`src/rtl/ret_stack_if.sv`:
```
// Push/pop bus between the prefetch stage and the return-address stack.
// Error flags ovf/unf exist only when RET_STACK_ERR_EN is defined.
interface ret_stack_if #(
    parameter int MINSTW = 8,
    parameter int SPTRW  = 3
);
    logic              push;
    logic              pop;
    logic [MINSTW-1:0] d;
    logic [MINSTW-1:0] q;
    logic              empty;
    logic              full;
    logic [SPTRW:0]    count;
`ifdef RET_STACK_ERR_EN
    logic              ovf;
    logic              unf;
`endif

    modport master (
        output push, pop, d,
`ifdef RET_STACK_ERR_EN
        input  ovf, unf,
`endif
        input  q, empty, full, count
    );

    modport slave (
        input  push, pop, d,
`ifdef RET_STACK_ERR_EN
        output ovf, unf,
`endif
        output q, empty, full, count
    );
endinterface

```
`src/rtl/ret_stack.sv`:
```
// Circular return-address LIFO; top of stack is combinational (zero latency), never stalls:
// push when full overwrites the oldest entry. RET_STACK_ERR_EN adds sticky ovf/unf flags.
module ret_stack #(
    parameter int MINSTW = 8,
    parameter int SPTRW  = 3
) (
    input  logic         clk,
    input  logic         rst,
    ret_stack_if.slave   bus
);
    localparam int             DEPTH   = 2 ** SPTRW;
    localparam logic [SPTRW:0] W_DEPTH = (SPTRW + 1)'(DEPTH);

    logic [MINSTW-1:0] r_mem [DEPTH];
    logic [SPTRW-1:0]  r_sp;
    logic [SPTRW:0]    r_count;

    logic              w_empty;
    logic              w_full;
    logic              w_replace;
    logic              w_push_only;
    logic              w_pop_only;
    logic [SPTRW-1:0]  w_top_idx;
    logic [SPTRW-1:0]  w_wr_idx;

    assign w_empty     = (r_count == '0);
    assign w_full      = (r_count == W_DEPTH);
    assign w_top_idx   = r_sp - SPTRW'(1);
    // push+pop on an empty stack degenerates to a plain push
    assign w_replace   = bus.push && bus.pop && !w_empty;
    assign w_push_only = bus.push && !w_replace;
    assign w_pop_only  = bus.pop && !bus.push && !w_empty;
    assign w_wr_idx    = w_replace ? w_top_idx : r_sp;

    always_ff @(posedge clk) begin
        if (rst && bus.push) begin
            r_mem[w_wr_idx] <= bus.d;
        end
    end

    always_ff @(posedge clk) begin
        if (!rst) begin
            r_sp    <= '0;
            r_count <= '0;
        end else if (w_push_only) begin
            r_sp    <= r_sp + SPTRW'(1);
            r_count <= w_full ? r_count : r_count + (SPTRW + 1)'(1);
        end else if (w_pop_only) begin
            r_sp    <= w_top_idx;
            r_count <= r_count - (SPTRW + 1)'(1);
        end
    end

    assign bus.q     = w_empty ? '0 : r_mem[w_top_idx];
    assign bus.empty = w_empty;
    assign bus.full  = w_full;
    assign bus.count = r_count;

`ifdef RET_STACK_ERR_EN
    logic r_ovf;
    logic r_unf;

    always_ff @(posedge clk) begin
        if (!rst) begin
            r_ovf <= 1'b0;
            r_unf <= 1'b0;
        end else begin
            if (bus.push && !bus.pop && w_full) r_ovf <= 1'b1;
            if (bus.pop && w_empty)             r_unf <= 1'b1;
        end
    end

    assign bus.ovf = r_ovf;
    assign bus.unf = r_unf;
`endif
endmodule

```
`src/flat_wrapper.sv`:
```
// flat-port wrapper written by rule: the top's interface ports become plain ports
module ret_stack_flat 
#(
    parameter int MINSTW = 8,
    parameter int SPTRW  = 3
)
  (clk, rst, bus_push, bus_pop, bus_d, bus_q, bus_empty, bus_full, bus_count);
  ret_stack_if #(.MINSTW(MINSTW), .SPTRW(SPTRW)) bus_i ();
  input  logic clk;
  input  logic rst;
  input wire logic [$bits(bus_i.push)-1:0] bus_push;
  input wire logic [$bits(bus_i.pop)-1:0] bus_pop;
  input wire logic [$bits(bus_i.d)-1:0] bus_d;
  output wire logic [$bits(bus_i.q)-1:0] bus_q;
  output wire logic [$bits(bus_i.empty)-1:0] bus_empty;
  output wire logic [$bits(bus_i.full)-1:0] bus_full;
  output wire logic [$bits(bus_i.count)-1:0] bus_count;
  assign bus_i.push = bus_push;
  assign bus_i.pop = bus_pop;
  assign bus_i.d = bus_d;
  assign bus_q = bus_i.q;
  assign bus_empty = bus_i.empty;
  assign bus_full = bus_i.full;
  assign bus_count = bus_i.count;
  ret_stack #(.MINSTW(MINSTW), .SPTRW(SPTRW)) u_core (.clk(clk), .rst(rst), .bus(bus_i));
endmodule
```
`config.mk`:
```
export PLATFORM = sky130hd
export DESIGN_NAME = ret_stack_flat
export DESIGN_NICKNAME = d
export VERILOG_FILES = /design/src/rtl/ret_stack_if.sv /design/src/rtl/ret_stack.sv /design/src/flat_wrapper.sv
export SDC_FILE = /design/constraint.sdc
export NUM_CORES = 1
export LEC_CHECK = 0
export ABC_AREA = 1
export BUFFER_PORTS_ARGS = -buffer_cell sky130_fd_sc_hd__clkbuf_2
export CAP_MARGIN = 20
export CELL_PAD_IN_SITES_DETAIL_PLACEMENT = 1
export CELL_PAD_IN_SITES_GLOBAL_PLACEMENT = 1
export CORE_MARGIN = 2
export CORE_UTILIZATION = 50
export DETAILED_ROUTE_END_ITERATION = 10
export PLACE_DENSITY = 0.88
export SLEW_MARGIN = 20
export SYNTH_ARGS = -nofsm -noshare
export SYNTH_HDL_FRONTEND = slang
export SYNTH_SLANG_ARGS = --single-unit
export TNS_END_PERCENT = 50
```
`constraint.sdc`:
```
create_clock -name clk -period 4.4 [get_ports clk]
set_input_delay 0.88 -clock clk [delete_from_list [all_inputs] [get_ports clk]]
set_output_delay 0.88 -clock clk [all_outputs]
set_load 0.02 [all_outputs]
```
==> reports/qor.csv, run 1 <==
stage,metric,value,unit
drt,ant_nets,0,
synthesis,synth-simple-area-share,14.6,%
worst_setup_path,critPathLaunchType,flip-flop,
grt,grt_busiest_layer,met2,
cts,cts.sinks,71,
grt,antenna_found_initial,0,
sta,rsz0062_at_grt,no,
synthesis,avgSynthCellArea,11.0,sq um
floorplanning,start_util,52.1,%
final_layout,drive_above_1_share,16.5,%
placed_design,port_buffers,25,
pwr,vdd_drop_max,0.480,mV
synthesis,synth_mux_area_share,0,%
worst_hold_path,holdCritPathClass,reg -> reg,
placed_design,dp_hpwl,5.12,mm
worst_setup_path,path_cells,clkinv_1 > ha_1 > xnor2_1 > inv_1 > o21ai_0 > nor2_1 > clkbuf_2,
final_layout,areaGrowthSynthToFinish,13.9,%
drt,drt_wl_total,7.98,mm
worst_hold_path,min_path_cells,2,
final_layout,instances_no_fill,390,
sta,hold_viol_final,0,
synthesis,postSynthCellCount,282,
worst_setup_path,cp_max_fo,9,
final_layout,final_cell_mix,"edfxtp_1 (64), nor2_1 (62), o21ai_0 (46)",
grt,grt_pass1_wl,12.6,mm
sta,whs,0.482,ns
worst_setup_path,slowest_delay,0.72,ns
final_layout,diodes,0,
floorplanning,dieArea,6850,sq um
floorplanning,chipWidth,82.7,um
worst_setup_path,reg2reg_from,u_core.r_sp[0]$_SDFFE_PN0P_,
grt,grt.total_usage,26.4,%
cts,path_clk_slew,0.08,ns
synthesis,ys_seq_elements,71,
synthesis,synth_xor_xnor_area_share,0.565,%
synthesis,synth_top_cell_by_area,edfxtp_1,
worst_setup_path,worstSetupPathType,reg -> out,
sta,finalSetupViolCount,0,
cts,cts_setup_buffers,0,
synthesis,synth_area,3100,sq um
grt,grt_overflow_total,0,
synthesis,synthAdderAreaFrac,1.61,%
cts,htreeDepth,3,
synthesis,yosysSeqAreaShare,66.5,%
drt,avgViaCountPerCell,5.89,
cts,tritoncts,built,
synthesis,synthesis.nets,298,
drt,wl_per_cell,20.5,um
cts,cts_buffers,9,
floorplanning,io_pins,26,
placed_design,dp_cells,374,
final_layout,layout_commonest_cell,edfxtp_1,
synthesis,synth-edff-count,64,
sta,min_period,3.53,ns
synthesis,ys_top_cells_by_area,"edfxtp_1 (62%), nor2_1 (7.5%), o21ai_0 (7.4%)",
sta,fin_tns_setup,0,ns
worst_setup_path,cp_slowest_cell,xnor2_1,
floorplanning,std_cell_rows,28,
drt,first_pass_iters,5,
drt,drc,0,
sta,max_freq,284,MHz
synthesis,synth-compound-area-share,12.5,%
worst_setup_path,cp.arrival,2.65,ns
job,maxCapViolCount,0,
pwr,leakage,1.34,nW
sta,post-route-period-util,80.2,%
cts,clk_latency,0.35,ns
worst_setup_path,critPathCaptureType,output pin,
synthesis,ys_types,25,
synthesis,ys_warn_count,0,
worst_hold_path,hold-path-endpoint,u_core.r_sp[1]$_SDFFE_PN0P_,
worst_setup_path,rr_worst_depth,6,
worst_setup_path,reg2reg_to,u_core.r_mem[4][5]$_DFFE_PP_,
cts,cts_buffer_depth,2,
placed_design,place_area,3290,sq um
sta,finalMaxSlewViolations,0,
synthesis,synthFlopType,edfxtp_1,
synthesis,synth_top_family_by_area,simple AND/OR/NAND/NOR gates,
floorplanning,fp.coreArea,5960,sq um
synthesis,async_reset_ff_share,0,%
final_layout,nets,326,
grt,grt_pass1_vias,2352,
grt,grtUsageMet1,34.5,%
sta,finalClockSkew,0.0110,ns
worst_setup_path,required,3.52,ns
run_status,status,finished clean,
floorplanning,die_y,82.7,um
final_layout,stdcell_area,3530,sq um
cts,cts_hold_buffers,0,
grt,met2_usage,43.5,%
drt,drt_iter0_drc,190,
synthesis,synth.top_cell.area_share,62.0,%
drt,vias,2296,
grt,grt_max_degree,36,
worst_setup_path,reg2reg_slack,1.17,ns
pwr,power_density,607,nW/um^2
cts,cts_resized,0,
cts,cts_root_buf,clkbuf_8,
worst_hold_path,hold_start,u_core.r_sp[1]$_SDFFE_PN0P_,
grt,grt_use_met3,5.65,%
sta,relSlewSlack,34.4,%
sta,worstMarginPinSlew,0.981,ns
placed_design,gp_congestion,0.864,
logic make-up after synthesis:
kind of cell,after synthesis
buf+inv,33
compound gates,70
xor+xnor,2
fa+ha+maj,4
simple gates,102
flops,71
flip-flops by register name (all words and copies together), names as in the netlist:
signal	cells
u_core.bus.count	4
u_core.r_mem	64
u_core.r_sp	3
stage by stage:
stage | util [%] | total power, mW | worst slack, ns
after global placement | 55.3 | 1.49 | 1.30
after global routing | 59.3 | 2.24 | 0.624
after CTS | 59.3 | 2.14 | 0.866
final | 59.3 | 2.14 | 0.873
after detailed placement | 55.3 | 1.52 | 1.20
after floorplan | - | 1.30 | 1.42
worst max-delay path: cells and delay by family, from the launching register on:
| kind | cells | cell delay [ns] |
|---|---|---|
| AO/OA/AOI/OAI | 1 | 0.32 |
| XOR/XNOR | 1 | 0.72 |
| adder cells (fa/ha/maj) | 1 | 0.22 |
| buffers and inverters | 3 | 0.64 |
| flip-flops | 1 | 0.34 |
| AND/OR/NAND/NOR | 1 | 0.07 |
how the worst max path moves through the flow:
stage	startpoint	to	slack, ns	cells past startpoint
2_1_floorplan	u_core.r_sp[0]$_SDFFE_PN0P_	bus_q[6]	1.42	10
3_3_place_gp	u_core.r_sp[0]$_SDFFE_PN0P_	bus_q[5]	1.30	7
3_5_place_dp	u_core.r_sp[0]$_SDFFE_PN0P_	u_core.r_mem[0][4]$_DFFE_PP_	1.20	6
4_1_cts	u_core.r_sp[0]$_SDFFE_PN0P_	bus_q[5]	0.87	8
5_1_grt	u_core.r_sp[1]$_SDFFE_PN0P_	bus_q[5]	0.62	8
6_report	u_core.r_sp[0]$_SDFFE_PN0P_	bus_q[1]	0.87	7
per-layer routing:
layer / routed length (um) / vias up / part of all wire (%)
met4: 170 / 0 / 2.1
met5: 0 / - / 0
met1: 3210 / 1148 / 40
met2: 4150 / 86 / 52
li1: - / 1047 / -
met3: 451 / 15 / 5.7
where the power goes:
| part | switching, mW | leakage (nW) | total (mW) | internal [mW] |
|---|---|---|---|---|
| logic | 0.505 | 0.595 | 0.716 | 0.211 |
| registers | 0.0276 | 0.636 | 0.810 | 0.783 |
| clock network | 0.242 | 0.110 | 0.617 | 0.375 |
| total | 0.775 | 1.34 | 2.14 | 1.37 |
area by class of cell:
type	count	area, sq um
inverter	22	82.6
multi-input combinational	178	908
tap	75	93.8
fill	665	2420
sequential	71	2060
clock inverter	6	109
clock buffer	10	128
timing repair buffer	28	148
cells in the mapped netlist, types with 2 or more instances:
library cell	count
ha_1	4
nand3_1	5
nand2_1	23
buf_1	2
nand2_4	3
edfxtp_1	64
inv_1	20
nand2_2	3
nand3b_1	4
nor2_1	62
buf_2	2
clkbuf_1	6
clkinv_1	2
a21oi_1	5
o21ai_0	46
dfxtp_1	7
o22ai_1	16
Power figures use the tool's default switching activity.
==> run 2: changes to the inputs <==
--- a/config.mk
+++ b/config.mk
@@ -5,7 +5,7 @@
 export SDC_FILE = /design/constraint.sdc
 export NUM_CORES = 1
 export LEC_CHECK = 0
-export ABC_AREA = 1
+export ABC_AREA = 0
 export BUFFER_PORTS_ARGS = -buffer_cell sky130_fd_sc_hd__clkbuf_2
 export CAP_MARGIN = 20
 export CELL_PAD_IN_SITES_DETAIL_PLACEMENT = 1
@@ -13,7 +13,7 @@
 export CORE_MARGIN = 2
 export CORE_UTILIZATION = 50
 export DETAILED_ROUTE_END_ITERATION = 10
-export PLACE_DENSITY = 0.88
+export PLACE_DENSITY = 0.84
 export SLEW_MARGIN = 20
 export SYNTH_ARGS = -nofsm -noshare
 export SYNTH_HDL_FRONTEND = slang
==> constraint.sdc (replaced) <==
create_clock -name clk -period 3.5 [get_ports clk]
set_input_delay 0.7 -clock clk [delete_from_list [all_inputs] [get_ports clk]]
set_output_delay 0.7 -clock clk [all_outputs]
set_load 0.02 [all_outputs]
==> run 2 against run 1 <==
  * Sequential share of layout area grew 1.0 points
  * Power increased by 37%
  * Register-to-register slack got worse by 0.55 ns
  * Clock skew shrank 0.0033 ns
  * Sequential power up 37%
  * First-iteration DRC count down 27%
  * Highest routed layer unchanged
  * Non-clock buffer count up 2
==> reports/qor.csv, run 2 <==
stage,metric,value,unit,change
worst_setup_path,cp_max_fo,16,,+7
pwr,power_density,845,nW/um^2,+39%
sta,hold_viol_final,0,,unchanged
synthesis,avgSynthCellArea,15.8,sq um,+44%
final_layout,largest_register,u_core.r_mem,,
final_layout,diodes,0,,unchanged
floorplanning,start_util,52.2,%,+0.13 points
floorplanning,dieArea,6900,sq um,+0.81%
floorplanning,std_cell_rows,28,,unchanged
synthesis,ys_top_cells_by_area,"edfxtp_1 (61%), mux4_2 (12%), dfxtp_1 (4.5%)",,
placed_design,place_ws,0.393,ns,-0.802 ns
pwr,vdd_drop_max,0.555,mV,+16%
grt,antenna_found_initial,0,,unchanged
final_layout,post-route-util,57.9,%,-1.4 points
synthesis,synthFlopType,edfxtp_1,,
run_status,status,finished clean,,
sta,worstMarginPinSlew,0.953,ns,-0.0281 ns
floorplanning,die_y,83.1,um,+0.40%
grt,grt_overflow_total,0,,unchanged
drt,wl_per_cell,21.7,um,+6.0%
sta,post-route-period-util,88.6,%,
worst_setup_path,critPathCaptureType,output pin,,
cts,cts_buffers,9,,unchanged
synthesis,synth_top_cell_by_area,edfxtp_1,,
synthesis,yosysSeqAreaShare,65.9,%,-0.56 points
synthesis,synthTopCellsByCount,"edfxtp_1 (64), nor2_1 (20), nand2_1 (19)",,
grt,grt_pass1_wl,10.5,mm,-17%
synthesis,synth.top_cell.area_share,61.5,%,-0.52 points
cts,clk_latency,0.34,ns,about the same
floorplanning,io_pins,26,,unchanged
grt,grt.total_usage,20.6,%,-5.8 points
worst_setup_path,required,2.80,ns,-0.72 ns
synthesis,synth_mux_area_share,12.2,%,+12 points
sta,finalSetupViolCount,0,,unchanged
synthesis,postSynthCellCount,198,,-30%
pwr,leakage,1.19,nW,-11%
synthesis,async_reset_ff_share,0,%,unchanged
synthesis,synth-edff-count,64,,unchanged
sta,fin_ws,0.398,ns,-0.475 ns
sta,finalClockSkew,0.00775,ns,-0.00329 ns
drt,drt_wl_total,6.70,mm,-16%
synthesis,synth_top_family_by_area,multiplexers,,
sta,fin_tns_setup,0,ns,unchanged
worst_setup_path,worstSetupPathType,reg -> out,,
grt,grt_max_degree,19,,-47%
final_layout,areaGrowthSynthToFinish,11.0,%,
cts,cts_hold_buffers,0,,unchanged
worst_setup_path,critPathLaunchType,flip-flop,,
synthesis,synthAdderAreaFrac,1.60,%,-0.014 points
synthesis,ys_seq_elements,71,,unchanged
final_layout,layout_commonest_cell,edfxtp_1,,
cts,cts_resized,0,,unchanged
sta,max_freq,322,MHz,
synthesis,synth_most_common_cell,edfxtp_1,,
job,maxCapViolCount,0,,unchanged
placed_design,dp_hpwl,4.70,mm,-8.1%
cts,tritoncts,built,,
cts,cts.sinks,71,,unchanged
drt,drc,0,,unchanged
sta,relSlewSlack,36.2,%,+1.9 points
synthesis,ys_warn_count,0,,unchanged
cts,cts_root_buf,clkbuf_8,,
grt,grt_pass1_vias,1928,,-18%
cts,cts_setup_buffers,0,,unchanged
cts,cts_buffer_depth,2,,unchanged
synthesis,ys_types,39,,+56%
synthesis,synth_xor_xnor_area_share,2.52,%,+2.0 points
drt,avgViaCountPerCell,5.81,,-1.3%
drt,drt_iter0_drc,138,,-27%
synthesis,synth-compound-area-share,7.16,%,-5.3 points
synthesis,synthesis.nets,214,,-28%
final_layout,final_cell_mix,"edfxtp_1 (64), clkbuf_2 (25), nor2_1 (20)",,
final_layout,nets,245,,-25%
placed_design,port_buffers,25,,unchanged
drt,vias,1796,,-22%
floorplanning,fp.coreArea,5990,sq um,+0.59%
synthesis,synth-simple-area-share,7.40,%,-7.2 points
sta,finalMaxSlewViolations,0,,unchanged
final_layout,largest_reg_flops,64,,unchanged
drt,ant_nets,0,,unchanged
cts,path_clk_slew,0.07,ns,about the same
floorplanning,chipWidth,83.1,um,+0.40%
sta,whs,0.522,ns,+0.0400 ns
synthesis,synth_area,3130,sq um,+0.85%
worst_setup_path,cp.arrival,2.40,ns,-0.25 ns
placed_design,gp_congestion,0.781,,-9.6%
worst_hold_path,holdCritPathClass,reg -> reg,,
sta,rsz0062_at_grt,no,,
cts,htreeDepth,3,,unchanged
sta,min_period,3.10,ns,
drt,first_pass_iters,4,,-1
final_layout,drive_above_1_share,28.2,%,+12 points
## run 2: changes by cell type in the layout (fill, tap and decap cells not counted), sizes merged, moves of 3 or more
cell / delta
nor2: -42
bufinv: -3
nand2: -10
nor3: +3
mux4: +16
xnor2: +7
o22ai: -16
a21oi: +4
o21ai: -44
nand3b: -5
inv: -14
## run 2: power breakdown
| part | switching (mW) | leakage, nW | internal (mW) |
|---|---|---|---|
| Combinational | 0.766 | 0.474 | 0.503 |
| Sequential | 0.0953 | 0.636 | 1.02 |
| Clock | 0.298 | 0.0777 | 0.249 |
## run 2: cells by family after synthesis
group / count (synthesis)
xor gates and xnor gates: 9
buffers and inverters: 16
adders and majority gates: 4
DFF: 71
AOI/OAI and AO/OA: 27
muxes: 18
and+or+nand+nor: 53
## run 2: layout make-up
type / instances / area (sq um)
fill: 582 / 2520
sequential: 71 / 2060
clock inverter: 7 / 40.0
inverter: 6 / 22.5
tap: 75 / 93.8
multi-input combinational: 111 / 965
clock buffer: 9 / 124
timing repair buffer: 30 / 163
## run 2: worst paths after layout
| path | from | endpoint | slack, ns | depth (start not counted) |
|---|---|---|---|---|
| setup / recovery | u_core.r_sp[1]$_SDFFE_PN0P_ | bus_q[2] | 0.40 | 7 |
| hold / removal | u_core.r_sp[1]$_SDFFE_PN0P_ | u_core.r_sp[1]$_SDFFE_PN0P_ | 0.52 | 2 |
| setup reg to reg | u_core.bus.count[1]$_SDFFE_PN0P_ | u_core.r_mem[1][3]$_DFFE_PP_ | 0.62 | 5 |
| hold reg to reg | u_core.r_sp[1]$_SDFFE_PN0P_ | u_core.r_sp[1]$_SDFFE_PN0P_ | 0.52 | 2 |
## run 2: metal layers
| metal | GRT usage [%] | wire (um) |
|---|---|---|
| met5 | 0 | 0 |
| met4 | 9.54 | 161 |
| met3 | 3.48 | 375 |
| met2 | 34.5 | 3420 |
| met1 | 26.4 | 2740 |
## run 2: critical path: stages, from the launching register on
cell	delay [ns]
dfxtp_1	0.37
inv_1	0.08
ha_1	0.69
buf_4	0.30
mux4_2	0.20
nand2_1	0.06
a21oi_1	0.19
clkbuf_2	0.19
## run 2: stage by stage
step / std cells / power, mW / area (sq um)
2_1_floorplan: 198 / 2.05 / 3130
3_3_place_gp: 293 / 2.36 / 3310
3_5_place_dp: 293 / 2.42 / 3310
4_1_cts: 309 / 2.96 / 3470
5_1_grt: 309 / 3.09 / 3470
6_report: 309 / 2.93 / 3470
==> run 3: changes to the inputs <==
--- a/config.mk
+++ b/config.mk
@@ -11,9 +11,10 @@
 export CELL_PAD_IN_SITES_DETAIL_PLACEMENT = 1
 export CELL_PAD_IN_SITES_GLOBAL_PLACEMENT = 1
 export CORE_MARGIN = 2
-export CORE_UTILIZATION = 50
+export CORE_UTILIZATION = 52
+export CTS_BUF_LIST = sky130_fd_sc_hd__clkbuf_8
 export DETAILED_ROUTE_END_ITERATION = 10
-export PLACE_DENSITY = 0.84
+export PLACE_DENSITY = 0.86
 export SLEW_MARGIN = 20
 export SYNTH_ARGS = -nofsm -noshare
 export SYNTH_HDL_FRONTEND = slang
==> run 3 against run 2 <==
  * Register-to-register slack about the same
  * Flip-flop and latch count unchanged
  * Largest cell class unchanged
  * Clock skew is 0.0014 ns higher
  * Critical path type unchanged
==> reports/qor.csv, run 3 (synthesis results as in run 2) <==
stage,metric,value,unit,change
run_status,status,finished clean,,
worst_setup_path,rr_worst_depth,5,,unchanged
sta,hold_viol_final,0,,unchanged
sta,whs,0.552,ns,+0.0296 ns
grt,grt_pass1_vias,1879,,-2.5%
drt,first_pass_iters,4,,unchanged
cts,cts_buffer_depth,2,,unchanged
drt,avgViaCountPerCell,5.79,,-0.43%
worst_setup_path,reg2reg_slack,0.62,ns,about the same
drt,wl_per_cell,21.4,um,-1.3%
sta,min_period,3.22,ns,+0.120 ns
sta,rsz0062_at_grt,no,,
floorplanning,chipWidth,81.5,um,-1.8%
grt,grt_overflow_total,0,,unchanged
cts,clk_latency,0.33,ns,about the same
final_layout,final_cell_mix,"edfxtp_1 (64), clkbuf_2 (25), nor2_1 (20)",,
worst_setup_path,reg2reg_from,u_core.bus.count[1]$_SDFFE_PN0P_,,
final_layout,largest_register,u_core.r_mem,,
grt,antenna_found_initial,0,,unchanged
floorplanning,start_util,53.4,%,+1.3 points
floorplanning,dieArea,6650,sq um,-3.7%
cts,cts_setup_buffers,0,,unchanged
placed_design,port_buffers,25,,unchanged
worst_setup_path,critPathCaptureType,output pin,,
floorplanning,io_pins,26,,unchanged
drt,ant_nets,0,,unchanged
cts,cts_buffers,9,,unchanged
pwr,vdd_drop_max,0.418,mV,-25%
pwr,leakage,1.21,nW,+1.8%
floorplanning,fp.coreArea,5850,sq um,-2.3%
sta,worstMarginPinSlew,0.944,ns,-0.00865 ns
final_layout,layout_commonest_cell,edfxtp_1,,
drt,drt_iter0_drc,90,,-35%
sta,fin_tns_setup,0,ns,unchanged
pwr,power_density,864,nW/um^2,+2.2%
final_layout,diodes,0,,unchanged
worst_setup_path,reg2reg_to,u_core.r_mem[5][1]$_DFFE_PP_,,
worst_setup_path,critPathLaunchType,flip-flop,,
placed_design,gp_congestion,0.764,,-2.2%
sta,finalMaxSlewViolations,0,,unchanged
drt,vias,1794,,-0.11%
worst_hold_path,holdCritPathClass,reg -> reg,,
grt,grt_max_degree,19,,unchanged
floorplanning,die_y,81.5,um,-1.8%
cts,tritoncts,built,,
worst_setup_path,required,2.80,ns,about the same
cts,path_clk_slew,0.08,ns,about the same
worst_setup_path,cp.arrival,2.52,ns,+0.12 ns
sta,post-route-period-util,92.0,%,+3.4 points
final_layout,drive_above_1_share,29.4,%,+1.2 points
grt,grt.total_usage,22.0,%,+1.4 points
worst_setup_path,cp_max_fo,16,,unchanged
cts,cts.sinks,71,,unchanged
drt,drt_wl_total,6.64,mm,-1.0%
final_layout,nets,246,,+0.41%
cts,cts_hold_buffers,0,,unchanged
sta,finalClockSkew,0.00911,ns,+0.00136 ns
worst_setup_path,cp_slowest_cell,ha_1,,
sta,finalSetupViolCount,0,,unchanged
job,maxCapViolCount,0,,unchanged
worst_hold_path,hold-path-endpoint,u_core.r_sp[1]$_SDFFE_PN0P_,,
worst_hold_path,hold_start,u_core.r_sp[1]$_SDFFE_PN0P_,,
final_layout,n_fill_cell,552,,-5.2%
floorplanning,std_cell_rows,28,,unchanged
worst_setup_path,slowest_delay,0.73,ns,+0.04 ns
worst_setup_path,path_cells,inv_1 > ha_1 > buf_4 > mux4_2 > nand2_1 > a21oi_1 > clkbuf_2,,
sta,relSlewSlack,36.8,%,+0.58 points
cts,htreeDepth,3,,unchanged
drt,drc,0,,unchanged
final_layout,areaGrowthSynthToFinish,12.2,%,
worst_hold_path,min_path_cells,2,,unchanged
cts,cts_resized,0,,unchanged
final_layout,largest_reg_flops,64,,unchanged
worst_setup_path,worstSetupPathType,reg -> out,,
placed_design,dp_hpwl,4.52,mm,-4.0%
sta,max_freq,310,MHz,-3.7%
cts,cts_root_buf,clkbuf_8,,
grt,grt_pass1_wl,10.1,mm,-3.9%
run 3: per-stage QoR:
stage / area (sq um) / std cells / utilization (%) / power [mW] / setup WS, ns
after CTS: 3510 / 310 / 60.0 / 3.06 / 0.253
final: 3510 / 310 / 60.0 / 3.03 / 0.278
after global routing: 3510 / 310 / 60.0 / 3.20 / 0.126
after global placement: 3310 / 294 / 56.6 / 2.37 / 0.657
after detailed placement: 3310 / 294 / 56.6 / 2.43 / 0.497
after floorplan: 3130 / 198 / - / 2.05 / 0.585
run 3: how the worst max path moves through the flow:
stage | start | end | slack [ns] | cells after the start
floorplan | u_core.r_sp[0]$_SDFFE_PN0P_ | bus_q[1] | 0.58 | 8
global placement | bus_push | u_core.r_mem[2][5]$_DFFE_PP_ | 0.66 | 6
detailed placement | bus_push | u_core.r_mem[2][5]$_DFFE_PP_ | 0.50 | 6
CTS | u_core.r_sp[1]$_SDFFE_PN0P_ | bus_q[4] | 0.25 | 7
global route | u_core.r_sp[1]$_SDFFE_PN0P_ | bus_q[4] | 0.13 | 7
finish | u_core.r_sp[1]$_SDFFE_PN0P_ | bus_q[4] | 0.28 | 7
run 3: power by group:
group | switching [mW] | total, mW | leakage, nW | internal, mW
logic | 0.776 | 1.28 | 0.479 | 0.505
registers | 0.0943 | 1.11 | 0.636 | 1.02
clock network | 0.306 | 0.635 | 0.0933 | 0.329
run 3: critical path, delay by kind of cell (launching register included):
family | cells | cell delay [ns]
buffers and inverters | 3 | 0.59
AO/OA/AOI/OAI | 1 | 0.21
adder cells (fa/ha/maj) | 1 | 0.73
AND/OR/NAND/NOR | 1 | 0.07
multiplexers | 1 | 0.20
flip-flops | 1 | 0.39
run 3: cell type report:
cell class | instances | area [sq um] | share of cell area, %
clock buffers | 9 | 124 | 3.53
clock inverters | 7 | 71.3 | 2.03
inverters | 6 | 22.5 | 0.642
multi-input cells | 111 | 965 | 27.5
flip-flops and latches | 71 | 2060 | 58.8
well taps | 75 | 93.8 | 2.67
repair buffers | 31 | 170 | 4.85
run 3: per-layer routing:
| layer | up-vias | global-route usage (%) | wire length, um |
|---|---|---|---|
| met4 | 0 | 9.32 | 123 |
| met2 | 39 | 36.0 | 3200 |
| met1 | 922 | 29.3 | 3110 |
| li1 | 824 | - | - |
| met3 | 9 | 3.63 | 199 |
| met5 | - | 0 | 0 |
